File: src/rtl/subtractor_serial_n.sv
// Bit-serial N-bit subtractor: diff = (a - b - b_in) mod 2^N, one bit per clock, LSB first.
// Ports:
//   clk, rst_n          clock, asynchronous active-low reset
//   i_valid/i_ready     operand handshake (i_ready high only in IDLE)
//   a, b, b_in          minuend, subtrahend, borrow in (sampled on the accept edge only)
//   o_valid/o_ready     result handshake (o_valid high only in DONE)
//   diff, b_out, zero   result, borrow out (a < b + b_in), diff == 0
module subtractor_serial_n #(
  parameter int unsigned N = 8
) (
  input  logic         clk,
  input  logic         rst_n,
  input  logic         i_valid,
  output logic         i_ready,
  input  logic [N-1:0] a,
  input  logic [N-1:0] b,
  input  logic         b_in,
  output logic         o_valid,
  input  logic         o_ready,
  output logic [N-1:0] diff,
  output logic         b_out,
  output logic         zero
);

  localparam int unsigned CW = (N < 1) ? 1 : $clog2(N + 1);

  if (N < 1) begin : g_bad_n
    $error("subtractor_serial_n: N must be >= 1");
  end

  typedef enum logic [1:0] {
    S_IDLE = 2'd0,
    S_RUN  = 2'd1,
    S_DONE = 2'd2
  } state_t;

  state_t          state_q, state_d;
  logic [CW-1:0]   cnt_q, cnt_d;
  logic [N-1:0]    a_sh_q, a_sh_d;
  logic [N-1:0]    b_sh_q, b_sh_d;
  logic [N-1:0]    res_q, res_d;
  logic            br_q, br_d;
  logic            b_out_q, b_out_d;
  logic            zero_q, zero_d;
  logic            i_ready_q, i_ready_d;
  logic            o_valid_q, o_valid_d;

  // Full-subtractor cell on the current LSBs
  logic bit_c;
  logic br_next_c;

  assign bit_c     = a_sh_q[0] ^ b_sh_q[0] ^ br_q;
  assign br_next_c = (~a_sh_q[0] & b_sh_q[0]) | (~(a_sh_q[0] ^ b_sh_q[0]) & br_q);

  // Next-state and datapath
  always_comb begin
    state_d = state_q;
    cnt_d   = cnt_q;
    a_sh_d  = a_sh_q;
    b_sh_d  = b_sh_q;
    res_d   = res_q;
    br_d    = br_q;
    b_out_d = b_out_q;
    zero_d  = zero_q;

    case (state_q)
      S_IDLE: begin
        if (i_valid && i_ready_q) begin
          state_d = S_RUN;
          a_sh_d  = a;
          b_sh_d  = b;
          br_d    = b_in;
          res_d   = '0;
          cnt_d   = '0;
        end
      end
      S_RUN: begin
        a_sh_d = a_sh_q >> 1;
        b_sh_d = b_sh_q >> 1;
        br_d   = br_next_c;
        // New bit enters at the MSB so the LSB-first stream lands in place after N shifts
        res_d  = N'({bit_c, res_q} >> 1);
        cnt_d  = cnt_q + CW'(1);
        if (cnt_q == CW'(N - 1)) begin
          state_d = S_DONE;
          b_out_d = br_next_c;
          zero_d  = (res_d == '0);
        end
      end
      S_DONE: begin
        if (o_ready) begin
          state_d = S_IDLE;
        end
      end
      default: state_d = S_IDLE;
    endcase

    i_ready_d = (state_d == S_IDLE);
    o_valid_d = (state_d == S_DONE);
  end

  // State and output registers
  always_ff @(posedge clk or negedge rst_n) begin
    if (!rst_n) begin
      state_q   <= S_IDLE;
      cnt_q     <= '0;
      a_sh_q    <= '0;
      b_sh_q    <= '0;
      res_q     <= '0;
      br_q      <= 1'b0;
      b_out_q   <= 1'b0;
      zero_q    <= 1'b1;
      i_ready_q <= 1'b1;
      o_valid_q <= 1'b0;
    end else begin
      state_q   <= state_d;
      cnt_q     <= cnt_d;
      a_sh_q    <= a_sh_d;
      b_sh_q    <= b_sh_d;
      res_q     <= res_d;
      br_q      <= br_d;
      b_out_q   <= b_out_d;
      zero_q    <= zero_d;
      i_ready_q <= i_ready_d;
      o_valid_q <= o_valid_d;
    end
  end

  assign i_ready = i_ready_q;
  assign o_valid = o_valid_q;
  assign diff    = res_q;
  assign b_out   = b_out_q;
  assign zero    = zero_q;

endmodule

File: config.mk
export PLATFORM = sky130hd
export DESIGN_NAME = subtractor_serial_n
export DESIGN_NICKNAME = d
export VERILOG_FILES = /design/src/rtl/subtractor_serial_n.sv
export SDC_FILE = /design/constraint.sdc
export NUM_CORES = 1
export LEC_CHECK = 0
export BUFFER_PORTS_ARGS = -buffer_cell sky130_fd_sc_hd__clkbuf_2
export CAP_MARGIN = 30
export CELL_PAD_IN_SITES_DETAIL_PLACEMENT = 1
export CELL_PAD_IN_SITES_GLOBAL_PLACEMENT = 1
export CORE_ASPECT_RATIO = 1.5
export CORE_MARGIN = 4
export CORE_UTILIZATION = 30
export DETAILED_ROUTE_END_ITERATION = 10
export PLACE_DENSITY = 0.6
export SYNTH_ARGS = -nofsm -noshare
export SYNTH_HDL_FRONTEND = slang
export SYNTH_SLANG_ARGS = --single-unit
File: constraint.sdc
create_clock -name clk -period 3 [get_ports clk]
set_input_delay 0.45 -clock clk [delete_from_list [all_inputs] [get_ports clk]]
set_output_delay 0.45 -clock clk [all_outputs]
set_load 0.05 [all_outputs]
# Word level (Yosys, flattened, before mapping)
# Cells that the tools add are included.
[word_totals] reg_bits=35 in_bits=21 out_inout_bits=12 elab_cells=44
[classes] n_addsub=1 eq_ne=5 n_mux=14 bitwise=7 reduce_logical=7
[ops] cell="$pmux W8 S2" n=3
[ops] cell="$mux W8" n=3
[ops] cell="$logic_not A8 Y1" n=1
[ops] cell="$pmux W4 S2" n=1
[ops] cell="$mux W2" n=3
[ops] cell="$pmux W2 S3" n=1
[ops] cell="$add A4 B1 Y4 const B" n=1
[ops] cell="$eq A2 B2 Y1 const B" n=2
[ops] cell="$eq A4 B3 Y1 const B" n=1
[ops] cell="$logic_not A2 Y1" n=2
[ops] cell="$mux W4" n=1
[ops] cell="$reduce_and A2 Y1" n=2
[ops] cell="$and A1 B1 Y1" n=2
[ops] cell="$eq A2 B1 Y1 const B" n=1
[ops] cell="$ne A2 B2 Y1 const B" n=1
[ops] cell="$not A1 Y1" n=2
[ops] cell="$pmux W1 S2" n=1
[ops] cell="$reduce_bool A2 Y1" n=1
[ops] cell="$xor A1 B1 Y1" n=2
[ops] cell="$logic_and A1 B1 Y1" n=1
[ops] cell="$mux W1" n=1
[ops] cell="$or A1 B1 Y1" n=1

# Logic depth before layout (Yosys ltp)
# Gate-level depths: netlist (run 1).
[logic_depth] ltp_word=5 depth_mapped=5 ltp_nobuf=5

# Least setup slack after synthesis (run 1)
# No wires, ideal clock.
[synth_path] path_kind="register -> register" from="register i_ready_q (netlist: i_ready)" to="register b_sh_q[1]" setup_time_ns=0.126 t_arrival_ns=1.385 t_required_ns=2.874 path_slack_ns=1.489 stages_incl_launch_ff=5 path_buffers=1 period_less_slack_ns=1.511 cell_sequence="dfstp_2 and4bb_1 buf_2 nor2_1 a221o_1"
[synth_between] elab_chain_cells=3
[synth_rtl] element="from (decl)" line="45" rtl="logic i_ready_q, i_ready_d;"
[synth_rtl] element="from (signal assigned)" line="124" rtl="i_ready_q <= i_ready_d;"
[synth_rtl] element="$logic_and A1 B1 Y1" line="68" rtl="if (i_valid && i_ready_q) begin"
[synth_rtl] element="$ne A2 B2 Y1 (no source line)"
[synth_rtl] element="$reduce_and A2 Y1 (no source line)"
[synth_rtl] element="to (signal assigned)" line="119" rtl="b_sh_q <= b_sh_d;"
[synth_rtl] element="to (decl)" line="40" rtl="logic [N-1:0] b_sh_q, b_sh_d;"
# Every way passes these cells.
# A chain may end at the register's enable or synchronous reset.

# Final worst setup path (run 1)
[layout_path] from="register state_q[1]" to="register b_sh_q[1]"
[layout_between] elab_chain_cells=3 elab_cells_between_ends=6 classes_between="2 x eq/ne; 1 x mux; 3 x reduce/logical"
[layout_rtl] element="from (decl)" line="37" rtl="state_t state_q, state_d;"
[layout_rtl] element="from (signal assigned)" line="116" rtl="state_q <= state_d;"
[layout_rtl] element="$eq A2 B1 Y1 / $logic_not A2 Y1 (equally long branches)" line="66" rtl="case (state_q)"
[layout_rtl] element="$reduce_bool A2 Y1 (no source line) / $ne A2 B2 Y1 (equally long branches)"
[layout_rtl] element="$reduce_and A2 Y1 (no source line)"
# Parallel ways exist; a longest one is shown, timed or not.

==> results of run 1 <==
critical path: cells and delay by family (launching register included):
kind,cells,cell delay (ns)
compound gates,1,0.26
flops,1,0.44
buf+inv,1,0.30
simple gates,2,0.76
layout make-up:
| class | instances | area (µm²) |
|---|---|---|
| tap | 66 | 82.6 |
| timing repair buffer | 36 | 190 |
| fill | 592 | 3060 |
| inverter | 5 | 18.8 |
| sequential | 35 | 878 |
| clock buffer | 7 | 86.3 |
| clock inverter | 1 | 5.00 |
| multi-input combinational | 103 | 569 |
cells in the final DEF, fill, tap and decap left out:
| master | netlist | final |
|---|---|---|
| sky130_fd_sc_hd__and4bb_1 | 1 | 1 |
| sky130_fd_sc_hd__nor2b_1 | 1 | 1 |
| sky130_fd_sc_hd__mux2i_1 | 3 | 3 |
| sky130_fd_sc_hd__clkbuf_1 | 1 | 1 |
| sky130_fd_sc_hd__nand4bb_1 | 1 | 1 |
| sky130_fd_sc_hd__dfrtp_1 | 33 | 33 |
| sky130_fd_sc_hd__ha_1 | 1 | 1 |
| sky130_fd_sc_hd__a21o_1 | 2 | 2 |
| sky130_fd_sc_hd__nor3_1 | 3 | 3 |
| sky130_fd_sc_hd__nor3_2 | 1 | 1 |
| sky130_fd_sc_hd__inv_1 | 5 | 5 |
| sky130_fd_sc_hd__o22ai_1 | 4 | 4 |
| sky130_fd_sc_hd__clkinv_2 | 0 | 1 |
| sky130_fd_sc_hd__fa_1 | 1 | 1 |
| sky130_fd_sc_hd__o21ai_0 | 3 | 3 |
| sky130_fd_sc_hd__o221ai_1 | 1 | 1 |
| sky130_fd_sc_hd__clkbuf_8 | 0 | 6 |
| sky130_fd_sc_hd__a21oi_1 | 4 | 4 |
| sky130_fd_sc_hd__a22oi_1 | 9 | 9 |
| sky130_fd_sc_hd__nor2_1 | 6 | 6 |
| sky130_fd_sc_hd__clkbuf_2 | 0 | 32 |
| sky130_fd_sc_hd__nand3_1 | 20 | 20 |
| sky130_fd_sc_hd__nand2b_1 | 1 | 1 |
| sky130_fd_sc_hd__nand2_1 | 36 | 36 |
| sky130_fd_sc_hd__dfstp_2 | 2 | 2 |
| sky130_fd_sc_hd__a221o_1 | 1 | 1 |
| sky130_fd_sc_hd__o21a_1 | 1 | 1 |
| sky130_fd_sc_hd__buf_4 | 1 | 4 |
| sky130_fd_sc_hd__nand4_1 | 1 | 1 |
| sky130_fd_sc_hd__nor4_1 | 2 | 2 |
state kept, by name, summed over array words and instances, names as in the netlist, 2 cells and up:
| name | count |
|---|---|
| a_sh_q | 8 |
| b_sh_q | 8 |
| cnt_q | 4 |
| diff | 8 |
| state_q | 2 |
logic make-up (layout without fill, tap and decap cells):
| group | after synthesis | count (layout) | share of synthesized area |
|---|---|---|---|
| adder cells (fa/ha/maj) | 2 | 2 | 0.0213 |
| multiplexers | 3 | 3 | 0.0196 |
| AO/OA/AOI/OAI | 25 | 25 | 0.110 |
| flip-flops | 35 | 35 | 0.574 |
| buffers and inverters | 16 | 49 | 0.0532 |
| AND/OR/NAND/NOR | 73 | 73 | 0.221 |
power groups by stage:
stage	Sequential [µW]	Combinational, µW	Clock, µW
after floorplan	1020	552	0
after global placement	828	969	0
after detailed placement	841	1000	0
after CTS	831	1010	366
after global routing	856	1110	385
final	828	991	351
stage by stage:
step                      hold slack (ns)  instances  area [µm²]
final                               0.277        253        1830
after global routing                0.344        253        1830
after CTS                           0.316        253        1830
after detailed placement            0.469        245        1740
after global placement              0.463        245        1740
after floorplan                     0.154        154        1530
synth_stat cells:
| master | count |
|---|---|
| sky130_fd_sc_hd__a21o_1 | 2 |
| sky130_fd_sc_hd__a21oi_1 | 4 |
| sky130_fd_sc_hd__a221o_1 | 1 |
| sky130_fd_sc_hd__a22oi_1 | 9 |
| sky130_fd_sc_hd__and4bb_1 | 1 |
| sky130_fd_sc_hd__buf_2 | 8 |
| sky130_fd_sc_hd__buf_4 | 1 |
| sky130_fd_sc_hd__buf_6 | 1 |
| sky130_fd_sc_hd__clkbuf_1 | 1 |
| sky130_fd_sc_hd__dfrtp_1 | 33 |
| sky130_fd_sc_hd__dfstp_2 | 2 |
| sky130_fd_sc_hd__fa_1 | 1 |
| sky130_fd_sc_hd__ha_1 | 1 |
| sky130_fd_sc_hd__inv_1 | 5 |
| sky130_fd_sc_hd__mux2i_1 | 3 |
| sky130_fd_sc_hd__nand2_1 | 36 |
| sky130_fd_sc_hd__nand2b_1 | 1 |
| sky130_fd_sc_hd__nand3_1 | 20 |
| sky130_fd_sc_hd__nand4_1 | 1 |
| sky130_fd_sc_hd__nand4bb_1 | 1 |
| sky130_fd_sc_hd__nor2_1 | 6 |
| sky130_fd_sc_hd__nor2b_1 | 1 |
| sky130_fd_sc_hd__nor3_1 | 3 |
| sky130_fd_sc_hd__nor3_2 | 1 |
| sky130_fd_sc_hd__nor4_1 | 2 |
| sky130_fd_sc_hd__o21a_1 | 1 |
| sky130_fd_sc_hd__o21ai_0 | 3 |
| sky130_fd_sc_hd__o221ai_1 | 1 |
| sky130_fd_sc_hd__o22ai_1 | 4 |
routing by layer:
metal / vias up / GRT usage / part of all wire
li1: 595 / - / -
met1: 627 / 0.154 / 0.43
met2: 19 / 0.223 / 0.52
met3: 4 / 0.0366 / 0.038
met4: 0 / 0.0356 / 0.0098
met5: - / 0 / 0
worst max path at each step:
stage	slack, ns	startpoint	cells past startpoint	endpoint
floorplan	1.49	i_ready	4	b_sh_q[1]
global placement	1.24	state_q[1]	4	b_sh_q[1]
detailed placement	1.16	state_q[1]	4	b_sh_q[1]
CTS	1.14	state_q[1]	4	b_sh_q[1]
global route	1.01	state_q[1]	4	b_sh_q[1]
finish	1.13	state_q[1]	4	b_sh_q[1]
==> metrics.csv, run 1 <==
metric,value,unit
outcome,"complete, no violations",
floorplan.io_pins,33,
worstPathArrival,2.03,ns
start_kind,flop,
half_perimeter_wire_length_after_placement,2640,µm
clock.fmax,0.534,GHz
worst_r2r_path_depth,4,
worstReg2RegStart,state_q[1],
cts_buffers,5,
yosys.area.top_type,sky130_fd_sc_hd__dfrtp_1,
clockRootBuffer,sky130_fd_sc_hd__clkbuf_8,
syn_nets,177,
largest_fanout_on_the_critical_path,22,
final_critical_path_setup_slack,1.13,ns
flop_pwr_share,0.382,
drt-total-wl,3670,µm
clk-insertion-delay-late,0.28,ns
layout_overhead_on_the_synthesized_area,19.7,%
drt_pre_antenna_iters,4,
cts_hold_buffers,0,
tritoncts,done,
synthDistinctLibCells,29,
core,4890,µm²
design.final.nets,209,
drt.antenna.violating_nets,0,
report.final.hold_viol_count,0,
rows,31,
final_layout_size_suffix_gt1_frac,0.246,
finalSetupViolations,0,
share_of_power_burned_in_combinational_logic,0.457,
p_per_area,1190,nW/µm²
placement.setup.worst_slack,1.16,ns
post-cts-setup-buffer-count,0,
maximum_clock_path_buffer_count,2,
grt_first_pass_wirelength,6300,µm
detail_route.wl_per_cell,14.5,µm
critical_path.slowest_cell,sky130_fd_sc_hd__nand2b_1,
crit_type,reg2reg,
power_frac_clock,0.162,
critPathCaptureType,flop,
power_leakage,0.000941,µW
avgViaCountPerCell,4.92,
seq_area_frac_synth,0.574,
cts.repair.resized,0,
design_power_total,2170,µW
worst_pin_slew,0.880,ns
fin_util,0.375,
unrepaired_setup_endpoints_after_global_routing,no,
cap_violations,0,
sw_frac_of_total,0.452,
route.detailed.drc,0,
cell_count_after_synthesis,154,
grt_start_max_net_pins,36,
power.switching,980,µW
period_minus_ws_final,1.87,ns
clock_sinks,35,
yosys-top-cells-area,"sky130_fd_sc_hd__dfrtp_1 54%, sky130_fd_sc_hd__nand2_1 8.8%, sky130_fd_sc_hd__nand3_1 6.5%",
fin_crit_sh,0.625,
initial_utilization,0.313,
n_antenna_cell,0,
timing.critical_path.slowest_cell_delay,0.70,ns
setup_tns,0,ns
worst_slew_margin_rel,0.413,
antenna_violations_before_repair,0,
synth.avg_cell_area,9.93,µm²
synth_top_area_frac,0.540,
numPortBuffers,32,
worst-r2r-setup-slack,1.13,ns
netlist_area,1530,µm²
r2r_end,b_sh_q[1],
gp_congestion,0.731,
cell_internal_pwr,1190,µW
vias_in_the_first_global_route,1357,
postSynthRegisterBits,35,
grt.total_usage,0.129,
number_of_h_tree_levels,2,
min-delay-path-class,in2async,
skew,0.00602,ns
grt_overflow_total,0,
die_area,6330,µm²
ys_warn_count,0,
chipHeight,95.4,µm
first_drt_iteration_drcs,56,
die_width,66.3,µm
timing.critical_path.required,3.16,ns
cts.clk_slew.worst_paths,0.07,ns
vias,1245,
slew_viol_final,0,
ir_drop,0.000354,V
critical_path.cell_chain,nand2b_1 -> buf_4 -> nor2_1 -> a221o_1,
(Power assumes the default switching activity.)
==> inputs of run 2 (changes only) <==
- PLACE_DENSITY: 0.6 -> 0.62
- clock period: 3 -> 1.6 ns (I/O delays scaled with it)
==> run 2 against run 1 <==
Net effect: first-iteration DRC count fell by 50%; count of clock-buffer cells in the layout fell by 1; die area did not move; register-to-register slack got worse by 0.98 ns; via count rose by 2.5%; flip-flop and latch count did not move; largest power group unchanged.
==> metrics.csv, run 2 (synthesis gave the netlist of run 1 again) <==
metric,value,unit,change
outcome,"complete, no violations",,
crit_path_start,a_sh_q[0],,
share_of_power_burned_in_combinational_logic,0.451,,-0.006
grt_start_max_net_pins,36,,unchanged
rows,31,,unchanged
final_common_cell,sky130_fd_sc_hd__nand2_1,,
critPathTopFamily,adder cells,,
initial_utilization,0.313,,unchanged
half_perimeter_wire_length_after_placement,2710,µm,+2.6%
cts.clk_slew.worst_paths,0.07,ns,about the same
route.detailed.drc,0,,unchanged
flop_pwr_share,0.358,,-0.024
timing.critical_path.required,1.81,ns,-1.35 ns
tritoncts,done,,
instances_no_fill,258,,+2.0%
maximum_clock_path_buffer_count,2,,unchanged
number_of_h_tree_levels,2,,unchanged
cap_violations,0,,unchanged
cts_buffers,5,,unchanged
fin_crit_sh,0.908,,+0.284
grt_overflow_total,0,,unchanged
report.final.hold_viol_count,0,,unchanged
numPortBuffers,32,,unchanged
vias,1276,,+2.5%
cell_internal_pwr,2460,µW,+110%
critical_path.slowest_cell,sky130_fd_sc_hd__fa_1,,
power_frac_clock,0.190,,+0.028
critical_path.endpoint,zero,,
critPathCaptureType,flop,,
power_leakage,0.000983,µW,+4.5%
worst-r2r-setup-slack,0.15,ns,-0.98 ns
die_width,66.3,µm,unchanged
clockRootBuffer,sky130_fd_sc_hd__clkbuf_8,,
worst_pin_slew,0.439,ns,-0.441 ns
layout_overhead_on_the_synthesized_area,24.9,%,
instance_count_after_placement_with_tap_cells_included,249,,+1.6%
drt_pre_antenna_iters,4,,unchanged
worst-path-stages,4,,unchanged
nFillCells,596,,+0.68%
setup_tns,0,ns,unchanged
clock.fmax,0.688,GHz,+29%
unrepaired_setup_endpoints_after_global_routing,no,,
finalSetupViolations,0,,unchanged
cts_hold_buffers,1,,+1
detail_route.wl_per_cell,14.6,µm,+0.71%
grt_first_pass_wirelength,6510,µm,+3.3%
timing.critical_path.slowest_cell_delay,0.51,ns,-0.19 ns
worst_slew_margin_rel,0.707,,+0.294
drt.antenna.violating_nets,0,,unchanged
critical_path.cell_chain,fa_1 -> nor4_1 -> nand2_1 -> mux2i_1,,
grt.total_usage,0.137,,+0.00806
antenna_violations_before_repair,0,,unchanged
sw_frac_of_total,0.431,,-0.0207
design.final.nets,214,,+2.4%
post-cts-setup-buffer-count,0,,unchanged
slew_viol_final,0,,unchanged
ir_drop,0.000618,V,+74%
vias_in_the_first_global_route,1316,,-3.0%
clk-insertion-delay-late,0.28,ns,about the same
power.switching,1860,µW,+90%
worstReg2RegStart,a_sh_q[0],,
worst_r2r_path_depth,4,,unchanged
min-delay-path-class,in2reg,,
start_kind,flop,,
chipHeight,95.4,µm,unchanged
worstPathArrival,1.67,ns,-0.36 ns
cts.repair.resized,0,,unchanged
first_drt_iteration_drcs,28,,-50%
r2r_end,zero,,
skew,0.00364,ns,-0.00238 ns
avgViaCountPerCell,4.95,,+0.50%
final_layout_size_suffix_gt1_frac,0.266,,+0.0196
n_antenna_cell,0,,unchanged
clock_sinks,35,,unchanged
core,4890,µm²,unchanged
crit_type,reg2reg,,
largest_fanout_on_the_critical_path,2,,-91%
die_area,6330,µm²,unchanged
drt-total-wl,3770,µm,+2.7%
layout.cells.most_common_list,"36 x sky130_fd_sc_hd__nand2_1, 33 x sky130_fd_sc_hd__dfrtp_1, 32 x sky130_fd_sc_hd__clkbuf_2",,
period_minus_ws_final,1.45,ns,-0.420 ns
floorplan.io_pins,33,,unchanged
cp_num_buf_inv,0,,-1
gp_congestion,0.701,,-4.2%
p_per_area,2260,nW/µm²,+91%
[run 2: tightest hold or removal path, cell delays in order]
cell and delay, ns:
sky130_fd_sc_hd__clkbuf_2 0.07, sky130_fd_sc_hd__nand2_1 0.04, sky130_fd_sc_hd__nand2_1 0.04
[run 2: per-stage QoR]
stage	worst slack [ns]	utilization	instance area (µm²)	hold WS (ns)	power [µW]
global placement	0.243	0.365	1780	0.303	3450
global route	0.0443	0.391	1910	0.154	4700
finish	0.146	0.391	1910	0.145	4320
floorplan	0.0891	-	1530	-0.0556	2950
CTS	0.147	0.391	1910	0.138	4390
detailed placement	0.187	0.365	1780	0.305	3550
[run 2: per-layer routing]
metal	part of all wire	vias up	global-route usage	routed length (µm)
met2	0.54	21	0.238	2030
met3	0.032	4	0.0318	121
met1	0.41	644	0.157	1550
met5	0	-	0	0
met4	0.018	0	0.0610	66
li1	-	607	-	-
[run 2: how the worst min path moves through the flow]
stage / start / end / cells past startpoint
after floorplan: rst_n / a_sh_q[0] / 0
after global placement: rst_n / b_sh_q[3] / 2
after detailed placement: rst_n / b_sh_q[2] / 2
after CTS: b[7] / b_sh_q[7] / 3
after global routing: b[7] / b_sh_q[7] / 3
final: b[7] / b_sh_q[7] / 3
[run 2: area by class of cell]
class | count | area [µm²] | share of cell area
multi-input combinational | 103 | 569 | 0.298
sequential | 35 | 878 | 0.460
clock buffer | 6 | 82.6 | 0.0433
timing repair buffer | 41 | 243 | 0.127
clock inverter | 2 | 35.0 | 0.0183
inverter | 5 | 18.8 | 0.00983
tap | 66 | 82.6 | 0.0433
[run 2: power by group through the flow]
stage	registers [µW]	clock network, µW	logic, µW
floorplan	1920	0	1040
global placement	1540	0	1900
detailed placement	1570	0	1980
CTS	1550	843	1990
global route	1610	895	2190
finish	1550	822	1950
==> inputs of run 3 (changes only) <==
- CORE_UTILIZATION: 30 -> 36
- PLACE_DENSITY: 0.62 -> 0.72
==> run 3 against run 2 <==
Net effect: via count fell by 1.2%; register-to-register slack better by 0.04 ns; global-route usage up 2.1 points; non-clock buffer count decreased by 1; count of clock-buffer cells in the layout up 1; first-iteration DRC count shrank 18%; sequential power barely moved; worst hold slack gained 0.010 ns; fmax increased by 2.8%; setup slack better by 0.039 ns; sequential share of layout area grew 1.8 points; core utilization is 6.5 points higher; critical endpoint unchanged; highest routed layer unchanged.
==> metrics.csv, run 3 (synthesis gave the netlist of run 1 again) <==
metric,value,unit,change
worstReg2RegStart,b_sh_q[0],,
unrepaired_setup_endpoints_after_global_routing,no,,
start_kind,flop,,
crit_type,reg2reg,,
n_antenna_cell,0,,unchanged
first_drt_iteration_drcs,23,,-18%
layout.cells.most_common_list,"36 x sky130_fd_sc_hd__nand2_1, 33 x sky130_fd_sc_hd__dfrtp_1, 32 x sky130_fd_sc_hd__clkbuf_2",,
clock.fmax,0.707,GHz,+2.8%
power_leakage,0.000960,µW,-2.4%
cts_buffers,5,,unchanged
vias,1261,,-1.2%
min-delay-path-class,in2reg,,
cap_violations,0,,unchanged
post-cts-setup-buffer-count,0,,unchanged
r2r_end,zero,,
period_minus_ws_final,1.41,ns,-0.0393 ns
slew_viol_final,0,,unchanged
drt_pre_antenna_iters,3,,-1
grt_overflow_total,0,,unchanged
fin_crit_sh,0.884,,-0.0246
timing.critical_path.required,1.81,ns,about the same
drt-total-wl,3660,µm,-2.9%
worst_slew_margin_rel,0.703,,-0.00426
rows,28,,-9.7%
numPortBuffers,32,,unchanged
die_area,5380,µm²,-15%
half_perimeter_wire_length_after_placement,2700,µm,-0.31%
layout_overhead_on_the_synthesized_area,20.1,%,
worstPathArrival,1.62,ns,-0.05 ns
holdCritStartpoint,b[7],,
avgViaCountPerCell,5.34,,+8.0%
floorplan.io_pins,33,,unchanged
grt_start_max_net_pins,36,,unchanged
die_width,61.2,µm,-7.7%
finalSetupViolations,0,,unchanged
cts.clk_slew.worst_paths,0.07,ns,about the same
detail_route.wl_per_cell,15.5,µm,+6.2%
tritoncts,done,,
worst_pin_slew,0.445,ns,+0.00639 ns
critPathCaptureType,flop,,
clock_sinks,35,,unchanged
final_layout_size_suffix_gt1_frac,0.257,,-0.00908
p_per_area,2220,nW/µm²,-1.9%
drt.antenna.violating_nets,0,,unchanged
maximum_clock_path_buffer_count,2,,unchanged
core,4030,µm²,-18%
grt_first_pass_wirelength,6330,µm,-2.6%
setup_tns,0,ns,unchanged
met2RoutedLength,1930,µm,-4.9%
initial_utilization,0.380,,+0.0667
hold_path_end,b_sh_q[7],,
met3_wirelength,158,µm,+31%
grt.total_usage,0.157,,+0.0206
vias_in_the_first_global_route,1368,,+4.0%
ir_drop,0.00121,V,+96%
design_power_total,4080,µW,-5.6%
final_common_cell,sky130_fd_sc_hd__nand2_1,,
outcome,"complete, no violations",,
antenna_violations_before_repair,0,,unchanged
top_routing_layer_in_use,met4,,
clk-insertion-delay-late,0.28,ns,about the same
number_of_h_tree_levels,2,,unchanged
worstHoldPathCells,3,,unchanged
route.detailed.drc,0,,unchanged
clockRootBuffer,sky130_fd_sc_hd__clkbuf_8,,
gp_congestion,0.747,,+6.7%
worst-r2r-setup-slack,0.19,ns,+0.04 ns
worst_r2r_path_depth,5,,+1
chipHeight,87.8,µm,-8.0%
wl_met1,1490,µm,-4.1%
largest_fanout_on_the_critical_path,2,,unchanged
skew,0.00283,ns,-0.000811 ns
design.final.nets,213,,-0.47%
report.final.hold_viol_count,0,,unchanged
-- run 3: cell types whose count changed in the layout (fill, tap and decap cells not counted), sizes merged --
cell    delta
buf        -1
bufinv     -1
clkbuf     +1
-- run 3: metal layers --
layer  vias up  track usage
met5         -            0
met4         0       0.0651
met3         8       0.0472
met2        23        0.264
met1       627        0.182
li1        603            -
-- run 3: worst max path at each step --
stage,startpoint,endpoint,slack [ns],cells after the start
global route,a_sh_q[0],zero,0.04,4
global placement,a_sh_q[0],zero,0.27,4
detailed placement,b_sh_q[0],zero,0.17,5
floorplan,i_ready,b_sh_q[1],0.09,4
finish,b_sh_q[0],zero,0.19,5
CTS,b_sh_q[0],zero,0.17,5
-- run 3: area by class of cell --
type	count	area, µm²
Fill cell	474	2190
Inverter	5	18.8
Clock inverter	1	5.00
Clock buffer	7	86.3
Timing Repair Buffer	40	223
Sequential cell	35	878
Tap cell	45	56.3
Multi-Input combinational cell	103	569
-- run 3: where the power goes --
part	switching, µW	internal [µW]	total (µW)	leakage, µW
Clock	299	347	646	0.0000482
Sequential	265	1290	1560	0.000436
Combinational	1260	614	1880	0.000476
Total	1830	2250	4080	0.000960
-- run 3: worst max-delay path, stage by stage (launching register included) --
cell and delay (ns):
sky130_fd_sc_hd__dfrtp_1 0.36, sky130_fd_sc_hd__inv_1 0.10, sky130_fd_sc_hd__fa_1 0.44, sky130_fd_sc_hd__nor4_1 0.20, sky130_fd_sc_hd__nand2_1 0.09, sky130_fd_sc_hd__mux2i_1 0.15
-- run 3: stage by stage --
step / hold WS [ns] / util / worst slack (ns) / area, µm² / std cells
floorplan: -0.0556 / - / 0.0891 / 1530 / 154
global placement: 0.293 / 0.431 / 0.266 / 1740 / 227
detailed placement: 0.305 / 0.431 / 0.171 / 1740 / 227
CTS: 0.150 / 0.456 / 0.170 / 1840 / 236
global route: 0.162 / 0.456 / 0.0358 / 1840 / 236
finish: 0.155 / 0.456 / 0.186 / 1840 / 236
-- run 3: timing repair --
| item | 4_1_cts | 5_1_grt |
|---|---|---|
| resized for setup | 0 | 0 |
| endpoints found under the hold margin | 1 | 0 |
| hold buffers | 1 | 0 |
